==> config.mk <==
export PLATFORM = sky130hd
export DESIGN_NAME = regfile_sb_flat
export DESIGN_NICKNAME = d
export VERILOG_FILES = /design/src/rtl/regfile_sb_pkg.sv /design/src/rtl/regfile_sb_if.sv /design/src/rtl/regfile_scoreboard.sv /design/src/rtl/regfile_sb.sv /design/src/flat_wrapper.sv
export SDC_FILE = /design/constraint.sdc
export NUM_CORES = 2
export LEC_CHECK = 0
export CORE_ASPECT_RATIO = 1.4
export CORE_MARGIN = 2
export CORE_UTILIZATION = 45
export CTS_BUF_LIST = sky130_fd_sc_hd__clkbuf_4 sky130_fd_sc_hd__clkbuf_8 sky130_fd_sc_hd__clkbuf_16
export DETAILED_ROUTE_END_ITERATION = 10
export SYNTH_ARGS = -nofsm -noshare
export SYNTH_HDL_FRONTEND = slang
export SYNTH_SLANG_ARGS = --single-unit
==> constraint.sdc <==
create_clock -name clk -period 2.9 [get_ports clk]
set_input_delay 0.435 -clock clk [delete_from_list [all_inputs] [get_ports clk]]
set_output_delay 0.435 -clock clk [all_outputs]
set_load 0.01 [all_outputs]
==> src/rtl/regfile_sb_pkg.sv <==
// Shared sizing helpers and types for the integer register file and its scoreboard.
package regfile_sb_pkg;

  // Index width for a register count; never narrower than one bit.
  function automatic int unsigned idx_width(input int unsigned nreg);
    return (nreg <= 2) ? 1 : $clog2(nreg);
  endfunction

  localparam int unsigned ZERO_IDX = 0;

  localparam int unsigned DEF_XLEN = 32;
  localparam int unsigned DEF_NREG = 32;

  typedef logic [DEF_XLEN-1:0]              word_t;
  typedef logic [idx_width(DEF_NREG)-1:0]   idx_t;

endpackage

==> src/rtl/regfile_sb_if.sv <==
// Decode/writeback-facing bundle of the register file: reads, writeback, issue and flush.
interface regfile_sb_if
  import regfile_sb_pkg::*;
#(
  parameter int unsigned XLEN   = 32,
  parameter int unsigned NREG   = 32,
  parameter int unsigned NUM_RD = 2
) ();

  localparam int unsigned AW = idx_width(NREG);

  logic                   wb_en;
  logic [AW-1:0]          wb_index;
  logic [XLEN-1:0]        wb_data;
  logic [NUM_RD*AW-1:0]   rs_index;
  logic [NUM_RD*XLEN-1:0] rs_data;
  logic [NUM_RD-1:0]      rs_busy;
  logic                   issue_en;
  logic [AW-1:0]          issue_rd_index;
  logic                   issue_stall;
  logic                   flush;

  modport master (
    output wb_en, wb_index, wb_data, rs_index, issue_en, issue_rd_index, flush,
    input  rs_data, rs_busy, issue_stall
  );

  modport slave (
    input  wb_en, wb_index, wb_data, rs_index, issue_en, issue_rd_index, flush,
    output rs_data, rs_busy, issue_stall
  );

endinterface

==> src/rtl/regfile_scoreboard.sv <==
// Per-register pending-write counters with issue stall and read-port busy flags.
module regfile_scoreboard
  import regfile_sb_pkg::*;
#(
  parameter int unsigned NREG     = 32,
  parameter int unsigned NUM_RD   = 2,
  parameter bit          ZERO_REG = 1'b1,
  parameter bit          BYPASS   = 1'b1,
  parameter int unsigned PEND_W   = 2,
  localparam int unsigned AW      = idx_width(NREG)
) (
  input  logic                 clk,
  input  logic                 rst_n,
  input  logic                 issue_en,
  input  logic [AW-1:0]        issue_rd_index,
  input  logic                 wb_en,
  input  logic [AW-1:0]        wb_index,
  input  logic                 flush,
  input  logic [NUM_RD*AW-1:0] rs_index,
  output logic [NUM_RD-1:0]    rs_busy,
  output logic                 issue_stall
);

  localparam logic [PEND_W-1:0] CntMax = '1;

  logic [PEND_W-1:0] cnt_q [NREG];
  logic [PEND_W-1:0] cnt_d [NREG];
  logic [NREG-1:0]   inc;
  logic [NREG-1:0]   dec;
  logic              wb_ok;

  assign wb_ok = wb_en && !(ZERO_REG && wb_index == AW'(ZERO_IDX));

  // A retire to the saturated target frees a slot in the same cycle.
  assign issue_stall = issue_en && (cnt_q[issue_rd_index] == CntMax) &&
                       !(wb_en && wb_index == issue_rd_index);

  always_comb begin
    inc = '0;
    dec = '0;
    for (int r = 0; r < NREG; r++) begin
      inc[r] = issue_en && (issue_rd_index == AW'(r)) && !issue_stall &&
               !(ZERO_REG && r == ZERO_IDX);
      dec[r] = wb_en && (wb_index == AW'(r)) && (cnt_q[r] != '0);
      cnt_d[r] = cnt_q[r];
      if (flush) begin
        cnt_d[r] = '0;
      end else if (inc[r] && !dec[r]) begin
        cnt_d[r] = cnt_q[r] + PEND_W'(1);
      end else if (dec[r] && !inc[r]) begin
        cnt_d[r] = cnt_q[r] - PEND_W'(1);
      end
    end
  end

  always_ff @(posedge clk or negedge rst_n) begin
    if (!rst_n) begin
      for (int r = 0; r < NREG; r++) cnt_q[r] <= '0;
    end else begin
      for (int r = 0; r < NREG; r++) cnt_q[r] <= cnt_d[r];
    end
  end

  // A forwarded writeback satisfies the reader even while older writes are pending.
  always_comb begin
    rs_busy = '0;
    for (int k = 0; k < NUM_RD; k++) begin
      rs_busy[k] = (cnt_q[rs_index[k*AW +: AW]] != '0) &&
                   !(BYPASS && wb_ok && wb_index == rs_index[k*AW +: AW]);
    end
  end

endmodule

==> src/rtl/regfile_sb.sv <==
// Integer register file: async-clear storage, combinational read ports with optional
// writeback bypass, and a pending-write scoreboard for decode hazard checks.
module regfile_sb
  import regfile_sb_pkg::*;
#(
  parameter int unsigned XLEN     = 32,
  parameter int unsigned NREG     = 32,
  parameter int unsigned NUM_RD   = 2,
  parameter bit          ZERO_REG = 1'b1,
  parameter bit          BYPASS   = 1'b1,
  parameter int unsigned PEND_W   = 2
) (
  input  logic         clk,
  input  logic         rst_n,
  regfile_sb_if.slave  bus
);

  localparam int unsigned AW = idx_width(NREG);

  logic [XLEN-1:0] regs_q  [NREG];
  logic [XLEN-1:0] rd_word [NUM_RD];
  logic            wb_ok;

  assign wb_ok = bus.wb_en && !(ZERO_REG && bus.wb_index == AW'(ZERO_IDX));

  always_ff @(posedge clk or negedge rst_n) begin
    if (!rst_n) begin
      for (int r = 0; r < NREG; r++) regs_q[r] <= '0;
    end else if (wb_ok) begin
      regs_q[bus.wb_index] <= bus.wb_data;
    end
  end

  for (genvar k = 0; k < NUM_RD; k++) begin : g_rd
    logic [AW-1:0] idx;
    assign idx = bus.rs_index[k*AW +: AW];

    always_comb begin
      if (ZERO_REG && idx == AW'(ZERO_IDX)) begin
        rd_word[k] = '0;
      end else if (BYPASS && wb_ok && bus.wb_index == idx) begin
        rd_word[k] = bus.wb_data;
      end else begin
        rd_word[k] = regs_q[idx];
      end
    end
  end

  always_comb begin
    bus.rs_data = '0;
    for (int k = 0; k < NUM_RD; k++) bus.rs_data[k*XLEN +: XLEN] = rd_word[k];
  end

  regfile_scoreboard #(
    .NREG     (NREG),
    .NUM_RD   (NUM_RD),
    .ZERO_REG (ZERO_REG),
    .BYPASS   (BYPASS),
    .PEND_W   (PEND_W)
  ) u_scoreboard (
    .clk            (clk),
    .rst_n          (rst_n),
    .issue_en       (bus.issue_en),
    .issue_rd_index (bus.issue_rd_index),
    .wb_en          (bus.wb_en),
    .wb_index       (bus.wb_index),
    .flush          (bus.flush),
    .rs_index       (bus.rs_index),
    .rs_busy        (bus.rs_busy),
    .issue_stall    (bus.issue_stall)
  );

endmodule
==> src/flat_wrapper.sv <==
// flat-port wrapper written by rule: the top's interface ports become plain ports
module regfile_sb_flat import regfile_sb_pkg::*;
#(
  parameter int unsigned XLEN     = 32,
  parameter int unsigned NREG     = 32,
  parameter int unsigned NUM_RD   = 2,
  parameter bit          ZERO_REG = 1'b1,
  parameter bit          BYPASS   = 1'b1,
  parameter int unsigned PEND_W   = 2
)
  (clk, rst_n, bus_wb_en, bus_wb_index, bus_wb_data, bus_rs_index, bus_issue_en, bus_issue_rd_index, bus_flush, bus_rs_data, bus_rs_busy, bus_issue_stall);
  regfile_sb_if #(.XLEN(XLEN), .NREG(NREG), .NUM_RD(NUM_RD)) bus_i ();
  input  logic clk;
  input  logic rst_n;
  input wire logic [$bits(bus_i.wb_en)-1:0] bus_wb_en;
  input wire logic [$bits(bus_i.wb_index)-1:0] bus_wb_index;
  input wire logic [$bits(bus_i.wb_data)-1:0] bus_wb_data;
  input wire logic [$bits(bus_i.rs_index)-1:0] bus_rs_index;
  input wire logic [$bits(bus_i.issue_en)-1:0] bus_issue_en;
  input wire logic [$bits(bus_i.issue_rd_index)-1:0] bus_issue_rd_index;
  input wire logic [$bits(bus_i.flush)-1:0] bus_flush;
  output wire logic [$bits(bus_i.rs_data)-1:0] bus_rs_data;
  output wire logic [$bits(bus_i.rs_busy)-1:0] bus_rs_busy;
  output wire logic [$bits(bus_i.issue_stall)-1:0] bus_issue_stall;
  assign bus_i.wb_en = bus_wb_en;
  assign bus_i.wb_index = bus_wb_index;
  assign bus_i.wb_data = bus_wb_data;
  assign bus_i.rs_index = bus_rs_index;
  assign bus_i.issue_en = bus_issue_en;
  assign bus_i.issue_rd_index = bus_issue_rd_index;
  assign bus_i.flush = bus_flush;
  assign bus_rs_data = bus_i.rs_data;
  assign bus_rs_busy = bus_i.rs_busy;
  assign bus_issue_stall = bus_i.issue_stall;
  regfile_sb #(.XLEN(XLEN), .NREG(NREG), .NUM_RD(NUM_RD), .ZERO_REG(ZERO_REG), .BYPASS(BYPASS), .PEND_W(PEND_W)) u_core (.clk(clk), .rst_n(rst_n), .bus(bus_i));
endmodule
==> run_results.csv <==
group,metric,value,unit
status,outcome,"complete, but fails checks",
status,violations,"setup timing",
logic_synthesis,synth_top_cell_by_area,"dfrtp_1",
power_and_ir_drop,peakVddDrop,552,uV
global_route,grtUsageTotal,0.308,
timing,max_slew.worst_pin.slew,814,ps
cells_and_area,final_nets,5160,
timing,setup_viol,53,
global_route,grt_pass1_wl,305000,um
global_route,antenna_found_initial,0,
setup_path,r2r_setup_slack,330,ps
cells_and_area,fin_util,0.554,
logic_synthesis,synth_common_cells,"dfrtp_1, nand2_1, mux2_2, mux4_2, clkbuf_1",
logic_synthesis,syn_avg_cell_area,12.7,sq um
clock_tree,clk_pin_slew_worst_paths,60,ps
logic_synthesis,synth_cell_type_count,52,
setup_path,cp.arrival,2830,ps
cells_and_area,fin_cells,6947,
timing,hold_ws,190,ps
floorplanning,fp.dieW,311,um
setup_path,crit_chain,"mux4_2, mux4_2, nor2b_1, a221o_1, buf_2",
global_route,grt_max_degree,120,
clock_tree,cts_sinks,1088,
clock_tree,cts-buffers-inserted,111,
setup_path,path_common_cell,"mux4_2",
logic_synthesis,synth.net_count,4760,
placement,dp_hpwl,132000,um
logic_synthesis,synth.cell_area,59500,sq um
placement,gp_congestion,0.879,
setup_path,crit_type,"flip-flop to output port",
power_and_ir_drop,power_density,628,nW/um^2
timing,fin_crit,3270,ps
placement,port_buffers,123,
cells_and_area,drive_gt1_frac,0.466,
detailed_routing,dr.pass1.iters,7,
cells_and_area,area_growth,22.1,%
clock_tree,cts_tree,"built",
timing,fin_setup_tns,-7520,ps
detailed_routing,detail-route-antenna-nets,0,
logic_synthesis,syn_inst,4702,
clock_tree,clock_path_buffers,3,
setup_path,crit_fanout,3,
detailed_routing,avgRoutedWirePerCell,30.1,um
timing,rsz0062_at_grt,"yes",
detailed_routing,drc,0,
timing,timing.fmax,306,MHz
clock_tree,clock-root-buffer,"clkbuf_16",
setup_path,required,2470,ps
setup_path,max_stage_delay,510,ps
timing,skew,12.1,ps
global_route,grt-ovfl-total,0,
clock_tree,insertion_delay,760,ps
timing,finalCritPeriodShare,1.13,
setup_path,critPathLaunchType,"flip-flop",
detailed_routing,drt_iter0_drc,4302,
logic_synthesis,synth_top_cell_area_share,0.458,
detailed_routing,viasPerCell,6.32,
timing,slew_violations,0,
logic_synthesis,synth_area_leaders,"dfrtp_1, mux4_2, mux2_2, nand2_1, clkbuf_1",
logic_synthesis,ys_warn_count,0,
detailed_routing,dr_total_vias,43900,
floorplanning,initial_core_util,0.454,
timing,finalHoldViolCount,0,
setup_path,slowest_stage,"mux4_2",
logic_synthesis,ys.flop_type,"dfrtp_1",
clock_tree,htreeDepth,3,
floorplanning,die_area,135000,sq um
worst_hold_path,hp-class,"input pin to async pin",
floorplanning,core-area,131000,sq um
logic_synthesis,ys_seq_area_frac,0.458,
timing,relSlewSlack,0.457,
floorplanning,num_rows,157,
global_route,grt_pass1_vias,44900,
detailed_routing,drt_wl_total,209000,um
logic_synthesis,yosysMostFrequentCell,"dfrtp_1",
floorplanning,ios,124,
logic_synthesis,synth_edf_count,0,
timing,setup_slack,-367,ps
placement,dp.cells,6657,
job,drv_cap,0,
logic_synthesis,synthArstFlopShare,1.00,
setup_path,crit_path_end_kind,"output port",
power_and_ir_drop,leakagePower,32.7,nW
logic_synthesis,synth-seq-cells,1088,
floorplanning,die_y,434,um
## critical path, delay by kind of cell (launching register included)
family	cells	cell delay [ps]
compound gates	1	330
buf+inv	1	170
simple gates	1	150
mux	2	990
flops	1	420
## power by group
group          switching (mW)  total, mW  internal (mW)
clock network            6.55       15.3           8.76
logic                    4.27       10.4           6.15
registers                1.98       19.8           17.9
## cell type report
| cell class | count | area [sq um] |
|---|---|---|
| Sequential cell | 1088 | 27200 |
| Multi-Input combinational cell | 3131 | 31400 |
| Clock buffer | 149 | 3210 |
| Fill cell | 10800 | 58400 |
| Inverter | 5 | 18.8 |
| Antenna cell | 2 | 5.00 |
| Clock inverter | 58 | 642 |
| Tap cell | 1749 | 2190 |
| Timing Repair Buffer | 765 | 7970 |
## cells by family (layout without fill, tap and decap cells)
logic type,Yosys count,after routing,share of synthesized area
xor gates and xnor gates,45,45,0.00662
DFF,1088,1088,0.458
AOI/OAI and AO/OA,411,411,0.0444
buffers and inverters,483,977,0.0348
other,0,2,0
muxes,1408,1408,0.368
adders and majority gates,1,1,0.000210
and+or+nand+nor,1266,1266,0.0881
## sequential cells by signal, indices dropped and copies added (netlist names)
| name | flops |
|---|---|
| u_core.u_scoreboard.cnt_q | 64 |
| u_core.regs_q | 1024 |
## timing repair
item / in CTS / in global routing
pin swaps: 69 / 23
setup buffers: 71 / 25
cloned: 2 / 2
endpoints found under the hold margin: 74 / 0
endpoints found under the setup margin: 67 / 65
resized for setup: 474 / 72
hold buffers: 1 / 0
## final timing paths
kind,from,endpoint,cells past startpoint
max reg2reg,u_core.u_scoreboard.cnt_q[1]$_DFFE_PN0P_,u_core.u_scoreboard.cnt_q[18]$_DFFE_PN0P_,12
max in group asynchronous,rst_n,u_core.regs_q[718]$_DFFE_PN0P_,3
min in group clk,bus_flush,u_core.u_scoreboard.cnt_q[38]$_DFFE_PN0P_,2
max,u_core.regs_q[441]$_DFFE_PN0P_,bus_rs_data[25],5
min,rst_n,u_core.regs_q[863]$_DFFE_PN0P_,2
min reg2reg,u_core.regs_q[1020]$_DFFE_PN0P_,u_core.regs_q[1020]$_DFFE_PN0P_,0
## layer usage
layer | part of all wire | GRT usage | vias up
met5 | 0 | 0 | -
met4 | 0.053 | 0.149 | 0
met3 | 0.071 | 0.0489 | 515
met2 | 0.48 | 0.506 | 1930
met1 | 0.39 | 0.401 | 23400
li1 | - | - | 18100
## stage by stage
| step | power [mW] | setup WS, ps | area (sq um) |
|---|---|---|---|
| floorplan | 26.1 | 138 | 59500 |
| global placement | 29.6 | -932 | 67300 |
| detailed placement | 29.9 | -927 | 67300 |
| CTS | 45.5 | -355 | 72100 |
| global route | 47.3 | -372 | 72600 |
| finish | 45.6 | -367 | 72600 |
## layout by cell type, fill, tap and decap left out, drive strengths merged, types with 45 or more instances in the layout
cell	synthesis	layout
buf	144	716
mux4	548	548
a211oi	52	52
nand2	973	973
o21ai	84	84
nor2	98	98
nor3	45	45
mux2i	93	93
dfrtp	1088	1088
a21oi	111	111
clkbuf	334	152
mux2	767	767
Power figures use the tool's default switching activity.
